<file path="src/rtl/bcd_seek_ctrl.sv">
// Seek controller for a single-digit up/down BCD counter: walks the counter to a target
// digit along the shortest wrap-around path, verifying every step against the counter output.
//
//  state   | meaning
//  --------+-----------------------------------------------------------
//  S_IDLE  | waiting for start
//  S_CALC  | validate operands, pick direction and step count
//  S_STEP  | one-cycle step pulse to the counter
//  S_WAIT  | settle gap, then check the counter moved exactly one digit
//  S_DONE  | one-cycle completion pulse
//  S_FAULT | sticky error, cleared only by a new start
module bcd_seek_ctrl #(
    parameter int unsigned STEP_GAP = 2
) (
    input  logic       clk,
    input  logic       reset,
    input  logic       start,
    input  logic [3:0] target,
    input  logic [3:0] cnt_in,
    output logic       step_out,
    output logic       updown_out,
    output logic       busy,
    output logic       done,
    output logic       fault
);

    localparam int unsigned      GAP_W    = (STEP_GAP > 1) ? $clog2(STEP_GAP) : 1;
    localparam logic [GAP_W-1:0] GAP_LOAD = GAP_W'(STEP_GAP - 1);

    typedef enum logic [2:0] {
        S_IDLE,
        S_CALC,
        S_STEP,
        S_WAIT,
        S_DONE,
        S_FAULT
    } state_t;

    state_t           state, state_nxt;
    logic [3:0]       tgt_r, tgt_nxt;
    logic [3:0]       cur_r, cur_nxt;
    logic [3:0]       steps_r, steps_nxt;
    logic             updown_r, updown_nxt;
    logic [GAP_W-1:0] gap_r, gap_nxt;
    logic [4:0]       dist_raw;
    logic [3:0]       up_dist;
    logic [3:0]       exp_val;

    // Upward distance modulo 10; only meaningful once both operands are known to be <= 9.
    always_comb begin
        dist_raw = {1'b0, tgt_r} + 5'd10 - {1'b0, cur_r};
        up_dist  = (dist_raw >= 5'd10) ? 4'(dist_raw - 5'd10) : dist_raw[3:0];
    end

    always_comb begin
        if (updown_r)
            exp_val = (cur_r == 4'd0) ? 4'd9 : cur_r - 4'd1;
        else
            exp_val = (cur_r == 4'd9) ? 4'd0 : cur_r + 4'd1;
    end

    always_comb begin
        state_nxt  = state;
        tgt_nxt    = tgt_r;
        cur_nxt    = cur_r;
        steps_nxt  = steps_r;
        updown_nxt = updown_r;
        gap_nxt    = gap_r;
        case (state)
            S_IDLE, S_FAULT: begin
                if (start) begin
                    tgt_nxt   = target;
                    cur_nxt   = cnt_in;
                    state_nxt = S_CALC;
                end
            end
            S_CALC: begin
                if (tgt_r > 4'd9 || cur_r > 4'd9) begin
                    state_nxt = S_FAULT;
                end else if (up_dist == 4'd0) begin
                    state_nxt = S_DONE;
                end else if (up_dist <= 4'd5) begin
                    updown_nxt = 1'b0;
                    steps_nxt  = up_dist;
                    state_nxt  = S_STEP;
                end else begin
                    updown_nxt = 1'b1;
                    steps_nxt  = 4'd10 - up_dist;
                    state_nxt  = S_STEP;
                end
            end
            S_STEP: begin
                gap_nxt   = GAP_LOAD;
                state_nxt = S_WAIT;
            end
            S_WAIT: begin
                if (gap_r != '0) begin
                    gap_nxt = gap_r - GAP_W'(1);
                end else if (cnt_in == exp_val) begin
                    cur_nxt   = exp_val;
                    steps_nxt = steps_r - 4'd1;
                    state_nxt = (steps_r == 4'd1) ? S_DONE : S_STEP;
                end else begin
                    state_nxt = S_FAULT;
                end
            end
            S_DONE:  state_nxt = S_IDLE;
            default: state_nxt = S_IDLE;
        endcase
    end

    always_ff @(posedge clk or negedge reset) begin
        if (!reset) begin
            state    <= S_IDLE;
            tgt_r    <= '0;
            cur_r    <= '0;
            steps_r  <= '0;
            updown_r <= 1'b0;
            gap_r    <= '0;
        end else begin
            state    <= state_nxt;
            tgt_r    <= tgt_nxt;
            cur_r    <= cur_nxt;
            steps_r  <= steps_nxt;
            updown_r <= updown_nxt;
            gap_r    <= gap_nxt;
        end
    end

    assign step_out   = (state == S_STEP);
    assign updown_out = updown_r;
    assign busy       = (state == S_CALC) || (state == S_STEP) || (state == S_WAIT);
    assign done       = (state == S_DONE);
    assign fault      = (state == S_FAULT);

endmodule
</file>
<file path="config.mk">
export PLATFORM = sky130hd
export DESIGN_NAME = bcd_seek_ctrl
export DESIGN_NICKNAME = d
export VERILOG_FILES = /design/src/rtl/bcd_seek_ctrl.sv
export SDC_FILE = /design/constraint.sdc
export NUM_CORES = 1
export LEC_CHECK = 0
export BUFFER_PORTS_ARGS = -buffer_cell sky130_fd_sc_hd__buf_2
export CORE_MARGIN = 2
export CORE_UTILIZATION = 30
export DETAILED_ROUTE_END_ITERATION = 8
export HOLD_SLACK_MARGIN = 0.03
export SKIP_LAST_GASP = 1
export SYNTH_ARGS = -nofsm -noshare
export SYNTH_HDL_FRONTEND = slang
export SYNTH_SLANG_ARGS = --single-unit
</file>
<file path="constraint.sdc">
create_clock -name clk -period 7.2 [get_ports clk]
set_clock_uncertainty 0.15 [all_clocks]
set_input_delay 1.44 -clock clk [delete_from_list [all_inputs] [get_ports clk]]
set_output_delay 1.44 -clock clk [all_outputs]
set_load 0.03 [all_outputs]
</file>
==> flow_summary_export.csv <==
group,metric,value,unit
place,portBuffers,15,
global_route,grt_usage,0.1211,
yosys,yosys.area.top_type_share,0.2735,
yosys,synth_cells,189,
timing,period_share,0.5180,
setup_path,r2r_start,"cur_r[1]$_DFFE_PN0P_",
setup_path,cp.required,7.20,ns
yosys,ys_ff_latch,17,
cts,cts_htree_levels,1,
cts,ctsRootBufferMaster,"clkbuf_8",
cts,postCtsSetupBuffers,0,
detailed_routing,routedWlPerCell,12.12,µm
layout,utilization,0.3377,
yosys,async_flop_share,1.000,
yosys,synth_area_leader_cell,"dfrtp_1",
yosys,syn_nets,212,
detailed_routing,antenna_left,0,
global_route,grt_pass1_wl,5865,µm
place,gp_routability_congestion,0.8194,
setup_path,path_buf_inv,2,
setup_path,worstPathCellList,"ha_1, inv_1, ha_1, fa_1, inv_1, ha_1, o31a_1, o2bb2ai_1, mux2_2, a31o_2, and2_4, o32a_1",
layout,fillerInstances,558,
yosys,synth_top_family_by_area,"compound AO/OA/AOI/OAI gates",
layout,layoutNonFillerInstCount,270,
timing,setup_viol_count_final,0,
setup_path,cpMostUsedCell,"ha_1",
detailed_routing,drt-total-wl,3272,µm
global_route,grt_pass1_vias,1282,
detailed_routing,drc,0,
setup_path,ff2ff_path_depth,12,
floorplan,die_w,76,µm
yosys,yosysWarningCount,0,
setup_path,slowest_delay,0.51,ns
global_route,gr-total-overflow,0,
yosys,synth_most_common_cell,"nand2_1",
setup_path,critPathTopFamily,"adder cells",
setup_path,cp.arrival,3.73,ns
detailed_routing,first_pass_iters,4,
layout,antenna_cells,0,
setup_path,cp_slowest_cell,"fa_1",
hold_path,hp-start,"tgt_r[2]$_DFFE_PN0P_",
yosys,ys_seq_area_frac,0.2735,
yosys,yosys.area_share.xor_xnor,0.03379,
setup_path,cp.depth,12,
timing,slew_headroom,0.4140,
setup_path,worstPathMaxFanout,11,
cts,cts_made_buffers,3,
detailed_routing,drt_iter0_markers,91,
cts,clk_latency,0.26,ns
setup_path,r2r_setup_slack,3.47,ns
yosys,synth_edf_count,0,
timing,slew_violations,0,
yosys,synthFlopType,"dfrtp_1",
place,placedCellCount,266,
status,status,"finished, final reports clean",
cts,cts_tree,"done",
setup_path,start_kind,"flop",
cts,cts.sinks,17,
global_route,antenna_found_initial,0,
timing,fin_crit,3.730,ns
setup_path,crit_path_end,"steps_r[2]$_DFFE_PN0P_",
floorplan,core_area,5042,µm²
yosys,synth_adder_area_share,0.1014,
floorplan,dieArea,5776,µm²
yosys,muxShareOfSynthArea,0.04264,
timing,rsz0062_at_grt,"no",
floorplan,die_h,76,µm
cts,path_clk_slew,0.07,ns
setup_path,critPathLaunch,"cur_r[1]$_DFFE_PN0P_",
floorplan,start_util,0.3084,
timing,setup_tns,0,ns
layout,drive_above_1_share,0.1550,
flow_run,drv_cap,0,
cts,clock_path_buffers,2,
timing,hold_violations,0,
setup_path,cp-end-kind,"flop",
detailed_routing,vias,1351,
yosys,synth_area,1555,µm²
timing,clock.fmax,0.2681,GHz
yosys,avgSynthCellArea,8.229,µm²
cts,cts_resized,0,
global_route,grt_max_degree,18,
floorplan,ioPinCount,16,
hold_path,min_path_cells,1,
setup_path,r2r_end,"steps_r[2]$_DFFE_PN0P_",
hold_path,hold_path.class,"flop to flop",
yosys,synthTopCellsByArea,"dfrtp_1 (27%), ha_1 (8.8%), nand2_1 (5.3%)",
layout,layout.nets,224,
yosys,synth-simple-area-share,0.2253,
setup_path,path_class,"flop to flop",
layout,syn2layout_area_growth,9.493,%
cts,cts_hold_buffers,0,
timing,hold_ws,0.4070,ns
yosys,ys_types,47,
yosys,synth_common_cells,"nand2_1 (22), dfrtp_1 (17), inv_1 (17)",
yosys,synth-compound-area-share,0.2430,
place,place_hpwl,2538,µm
timing,worstMarginPinSlew,0.8723,ns
detailed_routing,viasPerCell,5.004,
floorplan,num_rows,26,
==> how the worst min path moves through the flow <==
| stage | slack [ns] | end |
|---|---|---|
| finish | 0.41 | tgt_r[2]$_DFFE_PN0P_ |
| global route | 0.44 | steps_r[1]$_DFFE_PN0P_ |
| CTS | 0.40 | gap_r$_DFFE_PN0P_ |
| detailed placement | 0.38 | gap_r$_DFFE_PN0P_ |
| global placement | 0.38 | gap_r$_DFFE_PN0P_ |
| floorplan | 0.34 | gap_r$_DFFE_PN0P_ |
==> final cells by class <==
class                      count  area, µm²  area share
clock buffer                   3      41.29     0.02425
sequential                    17      425.4      0.2498
timing repair buffer          15      75.07     0.04409
inverter                      17      63.81     0.03747
clock inverter                 1      5.005    0.002939
multi-input combinational    147       1005      0.5900
tap                           70      87.58     0.05143
==> kinds of logic (layout without fill, tap and decap cells) <==
logic type	count (synthesis)	in the layout
compound gates	54	54
fa+ha+maj	12	12
xor+xnor	6	6
mux	6	6
buf+inv	25	36
flops	17	17
simple gates	69	69
==> worst reg2reg max path, delay by kind of cell, from the launching register on <==
kind / cells / cell delay [ns]
compound gates: 4 / 0.98
fa+ha+maj: 4 / 1.30
buf+inv: 2 / 0.10
flops: 1 / 0.50
mux: 1 / 0.43
simple gates: 1 / 0.16
==> through the flow <==
step	setup WS (ns)	instance area, µm²
2_1_floorplan	3.823	1555
3_3_place_gp	3.598	1657
3_5_place_dp	3.525	1657
4_1_cts	3.468	1703
5_1_grt	3.294	1703
6_report	3.470	1703
==> flip-flops by register name, summed over array words and instances, names as in the netlist <==
register / count
tgt_r: 4
cur_r: 4
steps_r: 4
gap_r: 1
state: 3
updown_out: 1
==> layer usage <==
metal	vias to the layer above	GRT usage	wire length, µm
met5	-	0	0
met4	0	0.005455	0
met3	0	0.03081	133
met2	21	0.1973	1478
met1	636	0.1714	1661
li1	694	-	-
==> placed cells by master, fill, tap and decap left out, types with 2 or more instances in the layout <==
master	instances
a21bo_2	2
a21o_1	2
a21oi_1	4
a31oi_1	6
a41oi_1	3
and2b_1	2
and3_1	4
buf_2	15
clkbuf_8	3
dfrtp_1	17
ha_1	11
inv_1	17
mux2_2	5
nand2_1	22
nand2b_1	4
nand3b_1	2
nor2_1	15
nor2b_1	5
nor3_1	5
nor3b_1	2
o211ai_1	4
o21ai_0	15
o22a_1	5
o22ai_1	3
xnor2_1	5
Power is not shown: default switching activity piles up to over one toggle a cycle in this logic, so the estimate is an artifact.
